File: src/rtl/exc_ctrl.sv
// exc_ctrl: exception sequencer for the processor core.
//
// Drives the status register's exception (push) and rfe (pop) strobes. At commit it
// arbitrates illegal instructions, privilege violations, syscalls, returns and external
// interrupts. It captures EPC and cause, flushes the pipeline and redirects fetch to the
// handler vector, or back to EPC on a return.
//
// Optional feature: define EXC_CTRL_IRQ_EN to compile in the interrupt source. In that build
// cause[8 +: NIRQ] carries an irq snapshot. Without it, irq and ie are ignored, code 0 is
// never produced and cause[15:8] stays 0.
//
// Parameters:
//   VEC_ADDR  handler entry PC
//   NIRQ      number of level-sensitive interrupt lines (1..8)
//
// Ports:
//   clk        system clock, rising edge
//   rst        asynchronous active-low reset
//   irq        level interrupt requests
//   ie         interrupt enable from the status register
//   su         1 = supervisor mode
//   ill_req    illegal instruction at commit
//   sys_req    syscall at commit
//   priv_op    privileged instruction at commit (includes rfe)
//   rfe_req    rfe instruction at commit
//   pc_cur     PC of the committing instruction
//   exception  one-cycle push strobe to the status register
//   rfe        one-cycle pop strobe to the status register
//   flush      kill all in-flight instructions
//   pc_load    fetch redirect valid
//   pc_next    fetch redirect target (0 when pc_load is 0)
//   epc        saved return PC
//   cause      saved cause
//   busy       stall commit
module exc_ctrl #(
  parameter logic [31:0] VEC_ADDR = 32'h0000_0080,
  parameter int unsigned NIRQ     = 4
) (
  input  logic            clk,
  input  logic            rst,
  input  logic [NIRQ-1:0] irq,
  input  logic            ie,
  input  logic            su,
  input  logic            ill_req,
  input  logic            sys_req,
  input  logic            priv_op,
  input  logic            rfe_req,
  input  logic [31:0]     pc_cur,
  output logic            exception,
  output logic            rfe,
  output logic            flush,
  output logic            pc_load,
  output logic [31:0]     pc_next,
  output logic [31:0]     epc,
  output logic [31:0]     cause,
  output logic            busy
);

  typedef enum logic [1:0] {StIdle, StTake, StVect, StRet} state_e;

  localparam logic [4:0] CodeIrq  = 5'd0;
  localparam logic [4:0] CodeSys  = 5'd1;
  localparam logic [4:0] CodeIll  = 5'd2;
  localparam logic [4:0] CodePriv = 5'd3;

  state_e      state_q, state_d;
  logic [4:0]  code;
  logic        irq_pend;
  logic [31:0] cause_d;

  logic        exception_q, rfe_q, flush_q, pc_load_q, busy_q;
  logic [31:0] pc_next_q, epc_q, cause_q;

`ifdef EXC_CTRL_IRQ_EN
  assign irq_pend = (|irq) & ie;
`else
  // Interrupt source compiled out; the port stays so the top level is unchanged.
  logic unused_irq;
  assign unused_irq = ^{irq, ie};
  assign irq_pend   = 1'b0;
`endif

  // Next-state and priority arbitration. Requests are only looked at in StIdle; in every
  // other state busy holds them back in the pipeline.
  always_comb begin
    state_d = state_q;
    code    = CodeIrq;
    unique case (state_q)
      StIdle: begin
        if (ill_req) begin
          state_d = StTake;
          code    = CodeIll;
        end else if (priv_op && !su) begin
          // A user-mode rfe lands here, never on the return path.
          state_d = StTake;
          code    = CodePriv;
        end else if (sys_req) begin
          state_d = StTake;
          code    = CodeSys;
        end else if (rfe_req && su) begin
          state_d = StRet;
        end else if (irq_pend) begin
          state_d = StTake;
          code    = CodeIrq;
        end
      end
      StTake:  state_d = StVect;
      StVect:  state_d = StIdle;
      StRet:   state_d = StIdle;
      default: state_d = StIdle;
    endcase
  end

  // Cause word captured on exception entry.
  always_comb begin
    cause_d = {27'b0, code};
`ifdef EXC_CTRL_IRQ_EN
    cause_d[8 +: NIRQ] = irq;
`endif
  end

  always_ff @(posedge clk or negedge rst) begin
    if (!rst) begin
      state_q <= StIdle;
    end else begin
      state_q <= state_d;
    end
  end

  // Outputs are decoded from the next state and registered, so each strobe lines up with
  // the state it belongs to and nothing depends combinationally on inputs.
  always_ff @(posedge clk or negedge rst) begin
    if (!rst) begin
      exception_q <= 1'b0;
      rfe_q       <= 1'b0;
      flush_q     <= 1'b0;
      pc_load_q   <= 1'b0;
      busy_q      <= 1'b0;
      pc_next_q   <= 32'h0;
    end else begin
      exception_q <= (state_d == StTake);
      rfe_q       <= (state_d == StRet);
      flush_q     <= (state_d == StTake) || (state_d == StRet);
      pc_load_q   <= (state_d == StVect) || (state_d == StRet);
      busy_q      <= (state_d != StIdle);
      if (state_d == StVect) begin
        pc_next_q <= VEC_ADDR;
      end else if (state_d == StRet) begin
        // epc is never written on the return path, so the current value is the target.
        pc_next_q <= epc_q;
      end else begin
        pc_next_q <= 32'h0;
      end
    end
  end

  // EPC and cause only change on exception entry.
  always_ff @(posedge clk or negedge rst) begin
    if (!rst) begin
      epc_q   <= 32'h0;
      cause_q <= 32'h0;
    end else if (state_q == StIdle && state_d == StTake) begin
      epc_q   <= pc_cur;
      cause_q <= cause_d;
    end
  end

  assign exception = exception_q;
  assign rfe       = rfe_q;
  assign flush     = flush_q;
  assign pc_load   = pc_load_q;
  assign pc_next   = pc_next_q;
  assign epc       = epc_q;
  assign cause     = cause_q;
  assign busy      = busy_q;

endmodule

File: config.mk
export PLATFORM = sky130hd
export DESIGN_NAME = exc_ctrl
export DESIGN_NICKNAME = d
export VERILOG_FILES = /design/src/rtl/exc_ctrl.sv
export SDC_FILE = /design/constraint.sdc
export NUM_CORES = 1
export LEC_CHECK = 0
export ABC_AREA = 1
export BUFFER_PORTS_ARGS = -buffer_cell sky130_fd_sc_hd__buf_2
export CAP_MARGIN = 20
export CORE_MARGIN = 5
export CORE_UTILIZATION = 45
export DETAILED_ROUTE_END_ITERATION = 6
export GPL_TIMING_DRIVEN = 0
export PLACE_DENSITY = 0.79
export SLEW_MARGIN = 15
export SYNTH_ARGS = -nofsm -noshare
export SYNTH_HDL_FRONTEND = slang
export SYNTH_SLANG_ARGS = --single-unit
export TNS_END_PERCENT = 20
File: constraint.sdc
create_clock -name clk -period 2.02 [get_ports clk]
set_input_delay 0.202 -clock clk [delete_from_list [all_inputs] [get_ports clk]]
set_output_delay 0.202 -clock clk [all_outputs]
set_load 0.03 [all_outputs]
## After elaboration in Yosys (flattened, before gate mapping)

Index checks and enable logic that the tools add are counted.
W data, S select, Z words.

| word-level totals | value |
|---|---|
| output and inout port bits | 101 |
| logic and storage cells | 35 |
| flip-flop bits (word level) | 76 |
| bits of input ports | 44 |

| operators by class | value |
|---|---|
| mux-type cells | 11 |
| equality and inequality tests | 6 |
| reduce and logical (&&, ||, !) cells | 9 |

Operator list:

| cell | number |
|---|---|
| $mux W32 | 2 |
| $mux W2 | 6 |
| $eq A2 B2 Y1 const B | 4 |
| $pmux W2 S3 | 1 |
| $mux W5 | 1 |
| $eq A2 B1 Y1 const B | 2 |
| $logic_and A1 B1 Y1 | 3 |
| $logic_not A2 Y1 | 1 |
| $logic_or A1 B1 Y1 | 2 |
| $reduce_bool A2 Y1 | 1 |
| $reduce_or A2 Y1 | 1 |
| $logic_not A1 Y1 | 1 |
| $mux W1 | 1 |

## Longest topological paths before layout

| logic depth | value |
|---|---|
| word-level depth | 9 |
| mapped depth | 9 |
| depth with buffers taken out | 8 |

## Least setup slack after synthesis

OpenSTA, ideal clock, no wires.

| timing path | value |
|---|---|
| path type | reg-to-reg |
| start | register state_q[0] |
| end | register pc_next_q[22], in the netlist pc_next[22] |
| setup time | 0.072 ns |
| required time | 1.948 ns |
| arrival time | 1.164 ns |
| buffers on the path | 1 |
| cell stages (with the launch flop) | 5 |
| path slack | 0.785 ns |
| period minus slack after synthesis | 1.235 ns |
| cells stage by stage | dfrtp_1 > nor2_1 > nand3_2 > buf_2 > nor2_1 |

| on the way | value |
|---|---|
| cells in the longest elaborated chain, start to end | 8 |
| elaborated cells between the ends (all ways) | 14 |
| those cells by class | eq/ne: 5; mux: 7; reduce/logical: 2 |

RTL lines:

| what | RTL line | source |
|---|---|---|
| start, declared | 66 | `state_e state_q, state_d;` |
| start signal, assigned | 124 | `state_q <= StIdle;` |
| start signal, assigned | 126 | `state_q <= state_d;` |
| $mux W2 | 100 | `end else if (rfe_req && su) begin` |
| $mux W2 | 97 | `end else if (sys_req) begin` |
| $mux W2 | 93 | `end else if (priv_op && !su) begin` |
| $mux W2 | 90 | `if (ill_req) begin` |
| $pmux W2 S3 * | 88 | `unique case (state_q)` |
| $eq A2 B2 Y1 | 148 | `end else if (state_d == StRet) begin` |
| $mux W32 | 148 |  |
| $mux W32 * | 146 | `if (state_d == StVect) begin` |
| end signal, assigned | 150 | `pc_next_q <= epc_q;` |
| end, declared | 72 | `logic [31:0] pc_next_q, epc_q, cause_q;` |

Every way passes the cells marked *; elsewhere a longest branch is shown, timed or not.
A chain may end at the register's enable or synchronous reset.

## Worst setup path after layout

| timing path | value |
|---|---|
| start | register state_q[0] |
| end | register pc_next_q[13], in the netlist pc_next[13] |

Same word-level chain as after synthesis.

==> results summary <==
The floorplan step defined a die boundary enclosing 0.00821 mm2. The category of the critical setup timing path is flip-flop to flip-flop. The global-route usage over all layers is between 10% and 20%. Summing internal, switching and leakage power gives 5.87 mW.

The area fraction of the dominant cell type after synthesis came out at 61.6%. In the routed design, unresolved DRC markers number 0. The cell taking the most area after synthesis is dfrtp_1.

For this block, the initial DRC count from the detailed router was 70. The remaining antenna violation count came out at 0. The number of max-cap violations is 0. Wires add up to between 6000 and 7000 um. The number of iterations in the first detailed-routing pass is 4. The worst-case clock buffer depth is 2.

The number of endpoints with negative hold slack in the final report is 0. The die is between 90 and 100 um tall. Across all hold checks on the routed design, the worst slack comes to 0.0869 ns. For this design the ratio of total power to cell area is 1500 mW/mm2. In this run the count of I/O pins placed on the die edge is around 150. The width of the die came out at 90.6 um. The post-synthesis average cell area is around 9.5 um2. The sequential element share of the synthesized area is 61.6%. The internal power component came out at 3.27 mW. In the post-synthesis netlist, the biggest area contributors are dfrtp_1 (62%), nand2_1 (9.5%), buf_4 (7.7%). VDD sags by at most 1.03 mV.

The final-layout fill cell count came out at 545. CTS saw 72 sinks. The initial core utilization is 46.0%. The deepest level of the CTS H-tree came out at 3. The library cell used most frequently in the layout, excluding fill and tap cells, is buf_2. STA puts the critical path data arrival time at 1.57 ns. The post-route setup TNS came out at 0 ns.

The netlist area before placement is 0.00292 mm2. Of the total power, the share spent switching nets is 44.2%. TritonCTS built the clock tree. The shortest period the worst path allows is 1.31 ns. The number of buffer cells added on primary ports came out at 109. The final-report max-slew violation count is 0. The via count came out at 2358.

Dividing the final minimum period by the clock period gives 64.7%. The insertion delay of the later-clocked pin in the worst-skew pair came out at 0.33 ns. The number of distinct standard cells referenced by the synthesized netlist came out at 17. The routability congestion estimate is 0.749. The final-stage net count came out at 502. Setup repair after global routing left no endpoint under its margin. The via count of the first global-routing pass is between 2000 and 2500. The number of cell rows came out at 29.

The total congestion overflow is 0. The largest net degree at the start of global routing is 53. The path class of the tightest hold or removal check is input pin to flip-flop. The antenna diode count came out at 0. The number of instances in the synthesized netlist came out at roughly 310.

The total core area is around 0.0063 mm2. Buffers added to address setup during post-CTS repair amount to 0. In the final layout, the share of cells above drive strength 1 is approximately 38%. The run finished with clean final reports. CTS placed an instance of clkbuf_8 at the clock tree root. The number of placed cells counting well taps is 523. Buffers inserted during clock tree synthesis total 9. The worst path required time came out at 2.28 ns. The first-pass GRT wire length came out at about 11000 um. The maximum frequency from static timing analysis is ~0.77 GHz. The number of warnings printed during yosys synthesis came out at 0.

The share of power burned in the clock network came out at 20.7%. The highest fanout seen on the critical path is 10. The number of vias per cell is 4.37. The clock skew after layout is 0.00803 ns. The switching power total is 2.59 mW.

The part of the power in registers is 36.5%. The average wire length per cell after detail routing is between 10 and 15 um. The register clock-pin slew on the reported worst setup and hold paths came out at 0.08 ns.

STA classifies the critical path startpoint as a flip-flop. The hold buffer count at cts is 1. The proportion of power drawn by combinational gates came out at 42.8%. Setup violations remaining at the end of the flow were counted as 0. The estimated wirelength of the detail-placed design is roughly 4900 um.

For this run, the number of standard cells in the final layout without fillers is 539. In the layout the commonest cells are buf_2 (117), nand2_1 (74), dfrtp_1 (72). The initial antenna violation count came out at 0. The number of storage elements in the synthesis netlist is between 70 and 80.

The number of gates resized after cts is 0. The analysis attributes to cell leakage a power of about 2.4 nW. The element type at the critical path end is a flip-flop. The area overhead of the layout relative to synthesis is 34.2%.
==> routing by layer <==
layer | up-vias | GRT usage (%) | share of wire [%]
met5 | - | 0 | 0
met4 | 0 | 6.20 | 1.9
met3 | 12 | 7.42 | 9.4
met2 | 112 | 26.0 | 46
met1 | 1073 | 22.6 | 42
li1 | 1161 | - | -
==> critical path: stages, from the launching register on <==
cell and delay [ns]:
dfrtp_1 0.45, nor2_1 0.27, nand3_2 0.18, buf_2 0.22, nor2_1 0.11
==> kinds of logic (layout without fill, tap and decap cells) <==
family                 after synthesis  count (layout)  share of synthesized area, %
AO/OA/AOI/OAI                        1               1                         0.257
AND/OR/NAND/NOR                    152             152                          22.6
buffers and inverters               81             207                          15.4
flip-flops                          72              72                          61.6
other                                1              30                         0.128
==> path summary, 6_finish.rpt <==
| path | cells after the start | to | start | slack (ns) |
|---|---|---|---|---|
| worst max-delay path | 4 | pc_next[13] | state_q[0] | 0.71 |
| worst min-delay path | 3 | epc[12] | pc_cur[12] | 0.09 |
| worst max register to register | 4 | pc_next[13] | state_q[0] | 0.71 |
| worst min register to register | 2 | cause[1] | cause[1] | 0.48 |
| max in group asynchronous | 3 | epc[31] | rst | 1.18 |
| min in group asynchronous | 2 | epc[19] | rst | 0.30 |
==> flip-flops by register name (all words and copies together) (netlist names) <==
name       count
pc_next       32
epc           32
cause          2
state_q        2
exception      1
pc_load        1
busy           1
rfe            1
==> through the flow <==
step                      setup slack, ns  utilization (%)  area, um2
after floorplan                     0.785                -       3030
after global placement              0.403             57.9       3670
after detailed placement            0.713             58.3       3700
after CTS                           0.696             61.8       3920
after global routing                0.571             61.8       3920
final                               0.714             61.8       3920
==> power by group through the flow <==
stage / Clock [mW] / Combinational [mW] / Sequential (mW)
after floorplan: 0 / 0.999 / 2.93
after global placement: 0 / 2.48 / 2.15
after detailed placement: 0 / 2.53 / 2.16
after CTS: 1.24 / 2.54 / 2.14
after global routing: 1.32 / 2.78 / 2.19
final: 1.22 / 2.51 / 2.14
==> cells in the mapped netlist <==
master / instances
inv_2: 1
dfrtp_1: 72
nor2_1: 35
buf_6: 3
nand2_1: 74
inv_1: 38
nand2_2: 2
nand3_2: 1
nand3_1: 34
nand2_4: 1
nor2_2: 1
buf_4: 30
buf_2: 9
conb_1: 1
nand4_1: 1
o21bai_1: 1
nor2_4: 3
==> cell type report <==
class / instances / area [um2] / share of cell area [%]
Buffer: 42 / 304 / 7.75
Clock buffer: 10 / 128 / 3.25
Clock inverter: 5 / 81.3 / 2.07
Inverter: 39 / 146 / 3.73
Multi-Input combinational cell: 183 / 779 / 19.9
Sequential cell: 72 / 1800 / 45.9
Tap cell: 77 / 96.3 / 2.46
Timing Repair Buffer: 111 / 586 / 14.9
No activity file was read; power rests on OpenSTA's default activity.
